===== config.mk =====
export PLATFORM = sky130hd
export DESIGN_NAME = cva5_fifo_flushable
export DESIGN_NICKNAME = d
export VERILOG_FILES = /design/src/rtl/cva5_fifo_flushable.sv
export SDC_FILE = /design/constraint.sdc
export NUM_CORES = 1
export LEC_CHECK = 0
export BUFFER_PORTS_ARGS = -buffer_cell sky130_fd_sc_hd__buf_2
export CORE_MARGIN = 3
export CORE_UTILIZATION = 30
export CTS_CLUSTER_DIAMETER = 150
export DETAILED_ROUTE_END_ITERATION = 8
export SETUP_SLACK_MARGIN = 0.05
export SLEW_MARGIN = 20
export SYNTH_ARGS = -nofsm -noshare
export SYNTH_HDL_FRONTEND = slang
export SYNTH_SLANG_ARGS = --single-unit

===== constraint.sdc =====
create_clock -name clk -period 2.5 [get_ports clk]
set_input_delay 0.375 -clock clk [delete_from_list [all_inputs] [get_ports clk]]
set_output_delay 0.375 -clock clk [all_outputs]
set_load 0.05 [all_outputs]

===== src/rtl/cva5_fifo_flushable.sv =====
// cva5_fifo_flushable
// Synchronous FIFO with flush, occupancy count, almost-full threshold and an
// optional fall-through path when empty. Any DEPTH >= 1 is supported; the
// pointers wrap explicitly at DEPTH-1 so non-power-of-2 depths work.
//
// Handshake semantics (one place, used by every consumer of this block):
//   - valid/data_out present the head entry combinationally; a pop in a cycle
//     where valid=1 is accepted and the head advances at the next clock edge.
//   - A push is accepted when there is room, or when a pop is accepted in the
//     same cycle (the freed slot is reused, so a full FIFO streams).
//   - Requests that cannot be honoured are dropped and latched into the sticky
//     overflow_err / underflow_err flags; they have no other effect.
//   - flush wins over push/pop: the queue empties next cycle and the requests
//     of the flush cycle are silently discarded (no error flags).
//   - With BYPASS=1 and an empty queue, push&pop in the same cycle passes
//     data_in straight to data_out; nothing is stored.
module cva5_fifo_flushable #(
   parameter int DATA_WIDTH = 32,
   parameter int DEPTH      = 4,
   parameter int AF_THRESH  = 3,
   parameter int BYPASS     = 0
) (
   input  logic                        clk,
   input  logic                        rst_n,
   input  logic                        flush,
   input  logic                        push,
   input  logic [DATA_WIDTH-1:0]       data_in,
   input  logic                        pop,
   output logic [DATA_WIDTH-1:0]       data_out,
   output logic                        valid,
   output logic                        full,
   output logic                        almost_full,
   output logic [$clog2(DEPTH+1)-1:0]  count,
   output logic                        overflow_err,
   output logic                        underflow_err
);

   localparam int CW  = $clog2(DEPTH + 1);
   localparam int PW  = (DEPTH > 1) ? $clog2(DEPTH) : 1;
   localparam bit BYP = (BYPASS != 0);

   logic [DATA_WIDTH-1:0] r_mem [DEPTH];
   logic [PW-1:0]         r_rd_ptr;
   logic [PW-1:0]         r_wr_ptr;
   logic [CW-1:0]         r_count;
   logic                  r_overflow_err;
   logic                  r_underflow_err;

   logic                  w_empty;
   logic                  w_full;
   logic                  w_byp;
   logic                  w_pop_ok;
   logic                  w_push_ok;
   logic [CW-1:0]         w_count_next;
   logic [PW-1:0]         w_rd_ptr_next;
   logic [PW-1:0]         w_wr_ptr_next;

   // Explicit wrap so non-power-of-2 depths never index past the last entry.
   function automatic logic [PW-1:0] ptr_inc(input logic [PW-1:0] p);
      if (p == PW'(DEPTH - 1)) begin
         return '0;
      end
      return p + PW'(1);
   endfunction

   // Request qualification and next-state computation from registered count.
   always_comb begin
      w_empty       = (r_count == '0);
      w_full        = (r_count == CW'(DEPTH));
      w_byp         = BYP && w_empty && push && pop;
      w_pop_ok      = pop && (!w_empty || w_byp);
      w_push_ok     = push && (!w_full || w_pop_ok) && !w_byp;
      w_count_next  = r_count;
      w_rd_ptr_next = r_rd_ptr;
      w_wr_ptr_next = r_wr_ptr;
      if (flush) begin
         w_count_next  = '0;
         w_rd_ptr_next = '0;
         w_wr_ptr_next = '0;
      end else begin
         // A bypassed transfer never touches storage, pointers or count.
         if (w_push_ok) begin
            w_wr_ptr_next = ptr_inc(r_wr_ptr);
         end
         if (w_pop_ok && !w_byp) begin
            w_rd_ptr_next = ptr_inc(r_rd_ptr);
         end
         if (w_push_ok && !(w_pop_ok && !w_byp)) begin
            w_count_next = r_count + CW'(1);
         end else if (!w_push_ok && w_pop_ok && !w_byp) begin
            w_count_next = r_count - CW'(1);
         end
      end
   end

   // Pointers, occupancy and sticky error flags.
   always_ff @(posedge clk) begin
      if (!rst_n) begin
         r_rd_ptr        <= '0;
         r_wr_ptr        <= '0;
         r_count         <= '0;
         r_overflow_err  <= 1'b0;
         r_underflow_err <= 1'b0;
      end else begin
         r_rd_ptr <= w_rd_ptr_next;
         r_wr_ptr <= w_wr_ptr_next;
         r_count  <= w_count_next;
         if (push && !w_push_ok && !w_byp && !flush) begin
            r_overflow_err <= 1'b1;
         end
         if (pop && !w_pop_ok && !flush) begin
            r_underflow_err <= 1'b1;
         end
      end
   end

   // Entry storage; deliberately not reset, valid is derived from count.
   always_ff @(posedge clk) begin
      if (rst_n && !flush && w_push_ok) begin
         r_mem[r_wr_ptr] <= data_in;
      end
   end

   // Head presentation and status flags, all from registered count.
   always_comb begin
      data_out      = r_mem[r_rd_ptr];
      if (BYP && w_empty) begin
         data_out = data_in;
      end
      valid         = !w_empty || (BYP && push && w_empty);
      full          = w_full;
      almost_full   = (r_count >= CW'(AF_THRESH));
      count         = r_count;
      overflow_err  = r_overflow_err;
      underflow_err = r_underflow_err;
   end

endmodule


==> summary.txt, run 1 <==
Worst setup path
  • WP data arrival: approximately 2600 ps
  • Reg2Reg Capture Point: count[2]
  • WS Path Type: reg -> reg
  • Worst Path Required: ~2800 ps
  • Crit path capture type: flip-flop
  • FF-to-FF Start: count[0]
  • Number of cells on the worst reg-to-reg path: 8
  • Reg2reg setup slack: between 200 and 250 ps
  • Setup crit start kind: flip-flop
  • Worst Path Max Fanout: 8

GRT
  • Largest net degree at the start of global routing: 33
  • Tot GR Track Use: between 10% and 20%
  • Vias in the first global route: between 2,000 and 3,000
  • Total gr overflow: 0
  • Global-route wire length before repair: approximately 15,000 µm
  • Number of antenna violations at the first check in global routing: 1

Drt
  • Initial DRC Count: between 100 and 150
  • ANT nets after route: 0
  • Total Wirelength: 9540 µm
  • Vias per cell: around 4.5
  • Via count: ~2,500
  • Routed length per instance: 17.4 µm
  • DR DRC count: 0
  • DRT Pass-1 Iters: 4

Placement
  • DP HPWL: 5980 µm
  • Dpl ws: 186 ps
  • Routability cong.: 0.723
  • I/O Buffers: 76

Timing
  • Pin slew with the least headroom to its limit: between 900 and 1000 ps
  • Final Cycle Share: 91.2%
  • Skew final: 5.92 ps
  • Final critical-path setup slack: 221 ps
  • Final Critical Period: about 2300 ps
  • Maximum clock rate: ~440 MHz
  • Setup Viol. Count Final: 0
  • Final hold vios: 0
  • Max transition margin: around two fifths
  • Total Neg Setup Slack: 0 ps
  • Max Slew Vio Count: 0
  • RSZ-0062 raised after global routing: no

Power
  • Peak supply drop: between 400 and 500 µV
  • Leakage: 2.19 nW
  • PwrDens: 850 nW/µm²

Min path
  • Hold path cells: 1
  • HP Class: in -> reg
  • Worst hold start: data_in[10]
  • Hold EP: r_mem[0][10]

Status
  • Status: complete, no violations

Die
  • Row count: 47
  • Core Footprint: between 15,000 and 20,000 µm²
  • Die H: around 140 µm
  • Die area: between 15,000 and 20,000 µm²
  • Starting Density: between 30% and 40%
  • I/O pin count: 77
  • Die width: 137 µm

Synth
  • EDFF count, synth: approximately 130
  • Synth Flop Type: edfxtp_1
  • Syn avg cell area: roughly 23 µm²
  • Yosys warns: 0
  • Syn Nets: ~270
  • Synth cell types: 31
  • Seq cells post-synth: roughly 140
  • Share of the yosys chip area belonging to registers: around four fifths
  • Post-synthesis cell area: around 5200 µm²
  • Ys async rst share: 0%
  • Post-synthesis cell count: ~230

Run
  • Max cap viols: 0

CTS
  • H-tree depth: 4
  • Worst-Skew Late Latency: ~410 ps
  • Setup Buffers After CTS: 0
  • CTS tree: built
  • Root Buffer: clkbuf_16
  • Clock Tree Buf Depth: 2
  • Clock slew at reported path FFs: 50 ps
  • Num CTS Buffers: 17
  • CTS Sinks: about 140
  • Cts hold-fix bufs: 0

Finish
  • Most common cell after layout, fill and taps aside: edfxtp_1
  • Diodes inserted: 0
  • Layout net count: between 300 and 400
  • Layout cell share with drive strength beyond 1: between 40% and 50%
  • Synthesis-to-finish area growth: 24.3%
  • Most frequent cells in the layout: edfxtp_1, buf_2, mux4_2
synthesized netlist by cell type, types with 2 or more instances:
cell type	number	area [µm²]
edfxtp_1	128	3840
mux4_2	32	721
dfxtp_1	11	220
ha_1	6	75.1
and3_1	4	25.0
nor2_1	4	15.0
a21oi_1	3	15.0
buf_2	3	15.0
clkbuf_1	3	11.3
inv_1	3	11.3
nand2_1	2	7.51
nand4_1	2	12.5
nor2b_1	2	12.5
nor3b_1	2	15.0
o31ai_2	2	25.0
or3_1	2	12.5
xor2_1	2	17.5
power breakdown:
group | internal (W) | switching [W]
logic | 0.000123 | 0.000265
clock network | 0.00164 | 0.000845
registers | 0.00257 | 0.0000190
total | 0.00433 | 0.00113
flip-flops by register name, indices dropped and copies added (netlist names), named ones only:
register,flops
overflow_err,1
count,3
r_rd_ptr,2
r_mem,128
underflow_err,1
r_wr_ptr,2
routing by layer:
| metal | part of all wire [%] | vias up | GRT usage (%) |
|---|---|---|---|
| li1 | - | 1121 | - |
| met1 | 40 | 1270 | 12.7 |
| met2 | 51 | 65 | 18.2 |
| met3 | 7.1 | 11 | 5.55 |
| met4 | 1.1 | 2 | 2.83 |
| met5 | 0.14 | - | 0 |
worst max-delay path, cell delays in order, from the launching register on:
cell,delay (ps)
dfxtp_1,400
or4b_4,590
and2_4,200
ha_1,220
inv_1,70
fa_1,170
xor2_1,70
or3_1,320
a21oi_1,160
how the worst max path moves through the flow:
stage	start	to	slack [ps]	depth (start not counted)
detailed placement	pop	count[2]	190	9
global placement	pop	count[2]	250	9
finish	count[0]	count[2]	220	8
floorplan	count[0]	count[2]	30	9
CTS	count[0]	count[2]	200	7
global route	count[0]	count[2]	80	8
through the flow:
stage	utilization, %	area (µm²)	hold slack, ps	total power [W]	std cells
finish	38.4	6430	180	0.00546	547
floorplan	-	5180	454	0.00291	225
CTS	38.4	6430	161	0.00553	547
global route	38.4	6430	158	0.00566	547
global placement	34.9	5840	452	0.00303	517
detailed placement	34.9	5840	471	0.00304	517
final cells by class:
cell class	instances	area, µm²
clock buffer	19	433
clock inverter	11	153
fill	1543	10300
inverter	3	11.3
multi-input combinational	75	1070
sequential	139	4070
tap	220	275
timing repair buffer	80	423
cell families (layout without fill, tap and decap cells):
| logic type | count (synthesis) | in the layout | synth area share [%] |
|---|---|---|---|
| flops | 139 | 139 | 78.5 |
| mux | 33 | 33 | 14.1 |
| simple gates | 23 | 23 | 2.73 |
| buf+inv | 11 | 113 | 1.02 |
| compound gates | 10 | 10 | 1.45 |
| fa+ha+maj | 7 | 7 | 1.84 |
| xor+xnor | 2 | 2 | 0.338 |
timing repair:
item                                    in CTS  in global routing
hold endpoints to repair                     0                  0
endpoints found under the setup margin       0                  1
resized for setup                            0                  1
Note: power is estimated with default switching activity, not from simulation.
==> run 2, diff against run 1 <==
- CTS_BUF_LIST: unset -> sky130_fd_sc_hd__clkbuf_4 sky130_fd_sc_hd__clkbuf_8
- RECOVER_POWER: unset -> 50
==> summary.txt, run 2 (synthesis gave the netlist of run 1 again) <==
Status
  • Status: complete, no violations (unchanged)

Finish
  • Synthesis-to-finish area growth: 19.7% (was 24.3%)
  • Max FFs per register: 128 (unchanged)
  • Layout cell share with drive strength beyond 1: 34.3% (was 45.9%)
  • Most flops, register: r_mem (unchanged)
  • Most frequent cells in the layout: edfxtp_1, clkbuf_1, buf_2 (was edfxtp_1, buf_2, mux4_2)
  • Most common cell after layout, fill and taps aside: edfxtp_1 (unchanged)
  • Non-Filler Instances: 547 (unchanged)
  • Layout net count: 360 (unchanged)
  • Diodes inserted: 0 (unchanged)
  • Fill count: 1,585 (was 1,543)

Power
  • Leakage: 1.99 nW (was 2.19 nW)
  • Peak supply drop: 513 µV (was 448 µV)
  • PwrDens: 774 nW/µm² (was 850 nW/µm²)

Worst setup path
  • Crit path capture type: flip-flop (unchanged)
  • Number of cells on the worst reg-to-reg path: 8 (unchanged)
  • Reg2Reg Capture Point: count[2] (unchanged)
  • Worst Path Required: 2840 ps (was 2830 ps)
  • FF-to-FF Start: count[0] (unchanged)
  • Reg2reg setup slack: 190 ps (was 220 ps)
  • WP data arrival: 2650 ps (was 2600 ps)
  • Worst Path Max Fanout: 8 (unchanged)
  • WS Path Type: reg -> reg (unchanged)
  • Setup crit start kind: flip-flop (unchanged)

CTS
  • Num CTS Buffers: 17 (unchanged)
  • Cts hold-fix bufs: 0 (unchanged)
  • Clock slew at reported path FFs: 70 ps (was 50 ps)
  • Clock Tree Buf Depth: 2 (unchanged)
  • CTS tree: built (unchanged)
  • CTS Sinks: 139 (unchanged)
  • Worst-Skew Late Latency: 420 ps (was 410 ps)
  • PostCTS Resize Cnt: 0 (unchanged)
  • H-tree depth: 4 (unchanged)
  • Root Buffer: clkbuf_8 (was clkbuf_16)
  • Setup Buffers After CTS: 0 (unchanged)

Timing
  • Setup Viol. Count Final: 0 (unchanged)
  • Final hold vios: 0 (unchanged)
  • Total Neg Setup Slack: 0 ps (unchanged)
  • Max transition margin: 40.2% (was 39.9%)
  • Max Slew Vio Count: 0 (unchanged)
  • RSZ-0062 raised after global routing: no (unchanged)
  • Final Cycle Share: 92.5% (was 91.2%)
  • Skew final: 7.04 ps (was 5.92 ps)
  • Pin slew with the least headroom to its limit: 896 ps (was 901 ps)
  • Final Critical Period: 2310 ps (was 2280 ps)
  • Maximum clock rate: 432 MHz (was 439 MHz)

Placement
  • DP HPWL: 5980 µm (unchanged)
  • Cell Count Post-Placement: 517 (unchanged)
  • Routability cong.: 0.723 (unchanged)
  • I/O Buffers: 76 (unchanged)

Die
  • Die width: 137 µm (unchanged)
  • Core Footprint: 16,800 µm² (unchanged)
  • Die H: 137 µm (unchanged)
  • Starting Density: 30.9% (unchanged)
  • Row count: 47 (unchanged)
  • I/O pin count: 77 (unchanged)
  • Die area: 18,900 µm² (unchanged)

Min path
  • Worst hold start: rst_n (was data_in[10])
  • Hold path cells: 2 (was 1)
  • HP Class: in -> reg (unchanged)
  • Hold EP: underflow_err (was r_mem[0][10])

Drt
  • Vias per cell: 4.57 (was 4.51)
  • ANT nets after route: 0 (unchanged)
  • Total Wirelength: 9460 µm (was 9540 µm)
  • Routed length per instance: 17.3 µm (was 17.4 µm)
  • Via count: 2,500 (was 2,469)
  • DR DRC count: 0 (unchanged)
  • Initial DRC Count: 135 (was 122)
  • DRT Pass-1 Iters: 4 (unchanged)

GRT
  • Met1 usage: 12.8% (was 12.7%)
  • Total gr overflow: 0 (unchanged)
  • Vias in the first global route: 2,703 (was 2,695)
  • Busiest layer in global routing: met2 (unchanged)
  • Global-route wire length before repair: 14,800 µm (was 14,900 µm)
  • Largest net degree at the start of global routing: 33 (unchanged)
  • Number of antenna violations at the first check in global routing: 1 (unchanged)
  • Tot GR Track Use: 10.9% (was 11.0%)
  • Met2 Use GR: 17.9% (was 18.2%)
  • Met3 Use GR: 4.67% (was 5.55%)

Run
  • Max cap viols: 0 (unchanged)
run 2: worst max path at each step:
| stage | start | end | slack, ps |
|---|---|---|---|
| 2_1_floorplan | count[0] | count[2] | 30 |
| 3_3_place_gp | pop | count[2] | 250 |
| 3_5_place_dp | pop | count[2] | 190 |
| 4_1_cts | flip-flop | data_out[28] | 190 |
| 5_1_grt | count[0] | count[2] | 40 |
| 6_report | count[0] | count[2] | 190 |
run 2: worst max-delay path, stage by stage (launching register included):
cell and delay (ps):
dfxtp_1 400, or4b_1 610, and2_4 220, ha_1 220, inv_1 70, fa_1 170
xor2_1 70, or3_1 320, a21oi_1 150
run 2: report_power, final:
group | switching (W) | leakage [nW] | internal [W] | total (W)
Combinational | 0.000266 | 0.537 | 0.000112 | 0.000378
Clock | 0.000747 | 0.202 | 0.00108 | 0.00183
Sequential | 0.0000188 | 1.25 | 0.00257 | 0.00259
run 2: layout make-up:
type | count | area (µm²) | share of cell area, %
multi-input cells | 75 | 1070 | 17.2
clock buffers | 19 | 249 | 4.02
clock inverters | 11 | 153 | 2.46
well taps | 220 | 275 | 4.44
inverters | 3 | 11.3 | 0.182
repair buffers | 80 | 374 | 6.04
flip-flops and latches | 139 | 4070 | 65.7
run 2: layer usage:
| layer | routed length [µm] | part of all wire [%] |
|---|---|---|
| met5 | 13 | 0.14 |
| met4 | 94 | 0.99 |
| met3 | 679 | 7.2 |
| met2 | 4890 | 52 |
| met1 | 3780 | 40 |
run 2: through the flow:
stage | hold WS, ps | utilization (%) | setup WS (ps) | instance area (µm²) | total power, W
CTS | 127 | 37.3 | 190 | 6240 | 0.00488
global placement | 452 | 34.9 | 248 | 5840 | 0.00303
global route | 177 | 37.0 | 39.9 | 6200 | 0.00499
finish | 204 | 37.0 | 187 | 6200 | 0.00480
floorplan | 454 | - | 32.0 | 5180 | 0.00291
detailed placement | 471 | 34.9 | 186 | 5840 | 0.00304
==> run 3, diff against run 2 <==
- PLACE_DENSITY: unset -> 0.48
==> summary.txt, run 3 (synthesis gave the netlist of run 1 again) <==
Timing
  • Setup Viol. Count Final: 0 (unchanged)
  • Final critical-path setup slack: 192 ps (was 187 ps)
  • Max Slew Vio Count: 0 (unchanged)
  • RSZ-0062 raised after global routing: no (unchanged)
  • Max transition margin: 36.6% (was 40.2%)
  • Pin slew with the least headroom to its limit: 951 ps (was 896 ps)
  • Maximum clock rate: 433 MHz (was 432 MHz)
  • Final Cycle Share: 92.3% (was 92.5%)
  • Final Critical Period: 2310 ps (about the same)
  • Skew final: 11.6 ps (was 7.04 ps)
  • Total Neg Setup Slack: 0 ps (unchanged)
  • Min Hold Slack: 178 ps (was 204 ps)
  • Final hold vios: 0 (unchanged)

Finish
  • Most flops, register: r_mem (unchanged)
  • Post-route design area: 6230 µm² (was 6200 µm²)
  • Most common cell after layout, fill and taps aside: edfxtp_1 (unchanged)
  • Diodes inserted: 0 (unchanged)
  • Max FFs per register: 128 (unchanged)
  • Synthesis-to-finish area growth: 20.3% (was 19.7%)
  • Most frequent cells in the layout: edfxtp_1, clkbuf_1, buf_2 (unchanged)
  • Non-Filler Instances: 549 (was 547)
  • Layout net count: 360 (unchanged)
  • Layout cell share with drive strength beyond 1: 34.3% (about the same)

Placement
  • Routability cong.: 0.706 (was 0.723)
  • I/O Buffers: 76 (unchanged)
  • Cell Count Post-Placement: 517 (unchanged)
  • Dpl ws: 214 ps (was 186 ps)
  • DP HPWL: 5800 µm (was 5980 µm)
  • Placed inst area: 5850 µm² (was 5840 µm²)

Status
  • Status: complete, no violations (unchanged)

CTS
  • Num CTS Buffers: 17 (unchanged)
  • Clock slew at reported path FFs: 70 ps (about the same)
  • Clock Tree Buf Depth: 2 (unchanged)
  • CTS Sinks: 139 (unchanged)
  • H-tree depth: 4 (unchanged)
  • Root Buffer: clkbuf_8 (unchanged)
  • CTS tree: built (unchanged)
  • Worst-Skew Late Latency: 430 ps (was 420 ps)
  • Setup Buffers After CTS: 0 (unchanged)
  • PostCTS Resize Cnt: 0 (unchanged)
  • Cts hold-fix bufs: 0 (unchanged)

Drt
  • DRT Pass-1 Iters: 4 (unchanged)
  • ANT nets after route: 0 (unchanged)
  • Vias per cell: 4.47 (was 4.57)
  • Initial DRC Count: 139 (was 135)
  • Routed length per instance: 17.9 µm (was 17.3 µm)
  • Via count: 2,456 (was 2,500)
  • Total Wirelength: 9820 µm (was 9460 µm)
  • DR DRC count: 0 (unchanged)

GRT
  • Tot GR Track Use: 11.2% (was 10.9%)
  • Global-route wire length before repair: 15,000 µm (was 14,800 µm)
  • Vias in the first global route: 2,688 (was 2,703)
  • Number of antenna violations at the first check in global routing: 1 (unchanged)
  • Total gr overflow: 0 (unchanged)
  • Largest net degree at the start of global routing: 33 (unchanged)

Power
  • PwrDens: 795 nW/µm² (was 774 nW/µm²)
  • Leakage: 2.01 nW (was 1.99 nW)
  • Peak supply drop: 440 µV (was 513 µV)

Die
  • Starting Density: 30.9% (unchanged)
  • Row count: 47 (unchanged)
  • I/O pin count: 77 (unchanged)
  • Die H: 137 µm (unchanged)
  • Core Footprint: 16,800 µm² (unchanged)
  • Die area: 18,900 µm² (unchanged)
  • Die width: 137 µm (unchanged)

Min path
  • Hold EP: underflow_err (unchanged)
  • Worst hold start: rst_n (unchanged)
  • HP Class: in -> reg (unchanged)
  • Hold path cells: 2 (unchanged)

Worst setup path
  • Worst Path Required: 2850 ps (was 2840 ps)
  • Worst Path Max Fanout: 8 (unchanged)
  • Number of cells on the worst reg-to-reg path: 8 (unchanged)
  • FF-to-FF Start: count[0] (unchanged)
  • Setup crit start kind: flip-flop (unchanged)
  • Reg2Reg Capture Point: count[2] (unchanged)
  • Reg2reg setup slack: 190 ps (about the same)
  • WS Path Type: reg -> reg (unchanged)
  • WP data arrival: 2660 ps (was 2650 ps)
  • Crit path capture type: flip-flop (unchanged)

Run
  • Max cap viols: 0 (unchanged)
-- run 3: cell count changes in the layout (fill, tap and decap cells not counted), sizes merged --
cell      previous run  this run
clkbuf              58        60
clkinvlp             1         0
bufinv               4         5
-- run 3: through the flow --
stage	util (%)	total power [W]
6_report	37.2	0.00495
5_1_grt	37.2	0.00515
4_1_cts	37.5	0.00503
3_5_place_dp	34.9	0.00304
3_3_place_gp	34.9	0.00303
2_1_floorplan	-	0.00291
-- run 3: final cells by class --
cell class / instances / area [µm²]
Fill cell: 1590 / 10500
Sequential cell: 139 / 4070
Timing Repair Buffer: 80 / 375
Clock inverter: 11 / 174
Tap cell: 220 / 275
Inverter: 3 / 11.3
Clock buffer: 21 / 264
Multi-Input combinational cell: 75 / 1060
-- run 3: per-layer routing --
| metal | up-vias | GRT usage [%] | wire (µm) | share of wire, % |
|---|---|---|---|---|
| met5 | - | 0 | 13 | 0.13 |
| met4 | 2 | 3.82 | 103 | 1.0 |
| met3 | 10 | 5.08 | 673 | 6.9 |
| met2 | 69 | 17.4 | 4600 | 47 |
| met1 | 1253 | 13.9 | 4430 | 45 |
| li1 | 1122 | - | - | - |
-- run 3: worst max-delay path, cell delays in order, from the launching register on --
cell,delay (ps)
dfxtp_1,390
or4b_1,600
and2_4,220
ha_1,230
inv_1,80
fa_1,180
xor2_1,80
or3_1,310
a21oi_1,140
-- run 3: worst max path at each step --
stage,from,end,slack [ps]
4_1_cts,flip-flop,data_out[7],110
6_report,count[0],count[2],190
5_1_grt,count[0],count[2],50
2_1_floorplan,count[0],count[2],30
3_5_place_dp,pop,count[2],210
3_3_place_gp,pop,count[2],250
-- run 3: report_power, final --
| group | leakage, nW | total (W) | switching, W | internal, W |
|---|---|---|---|---|
| logic | 0.542 | 0.000378 | 0.000265 | 0.000114 |
| clock network | 0.223 | 0.00199 | 0.000772 | 0.00121 |
| registers | 1.25 | 0.00259 | 0.0000182 | 0.00257 |
| total | 2.01 | 0.00495 | 0.00105 | 0.00390 |
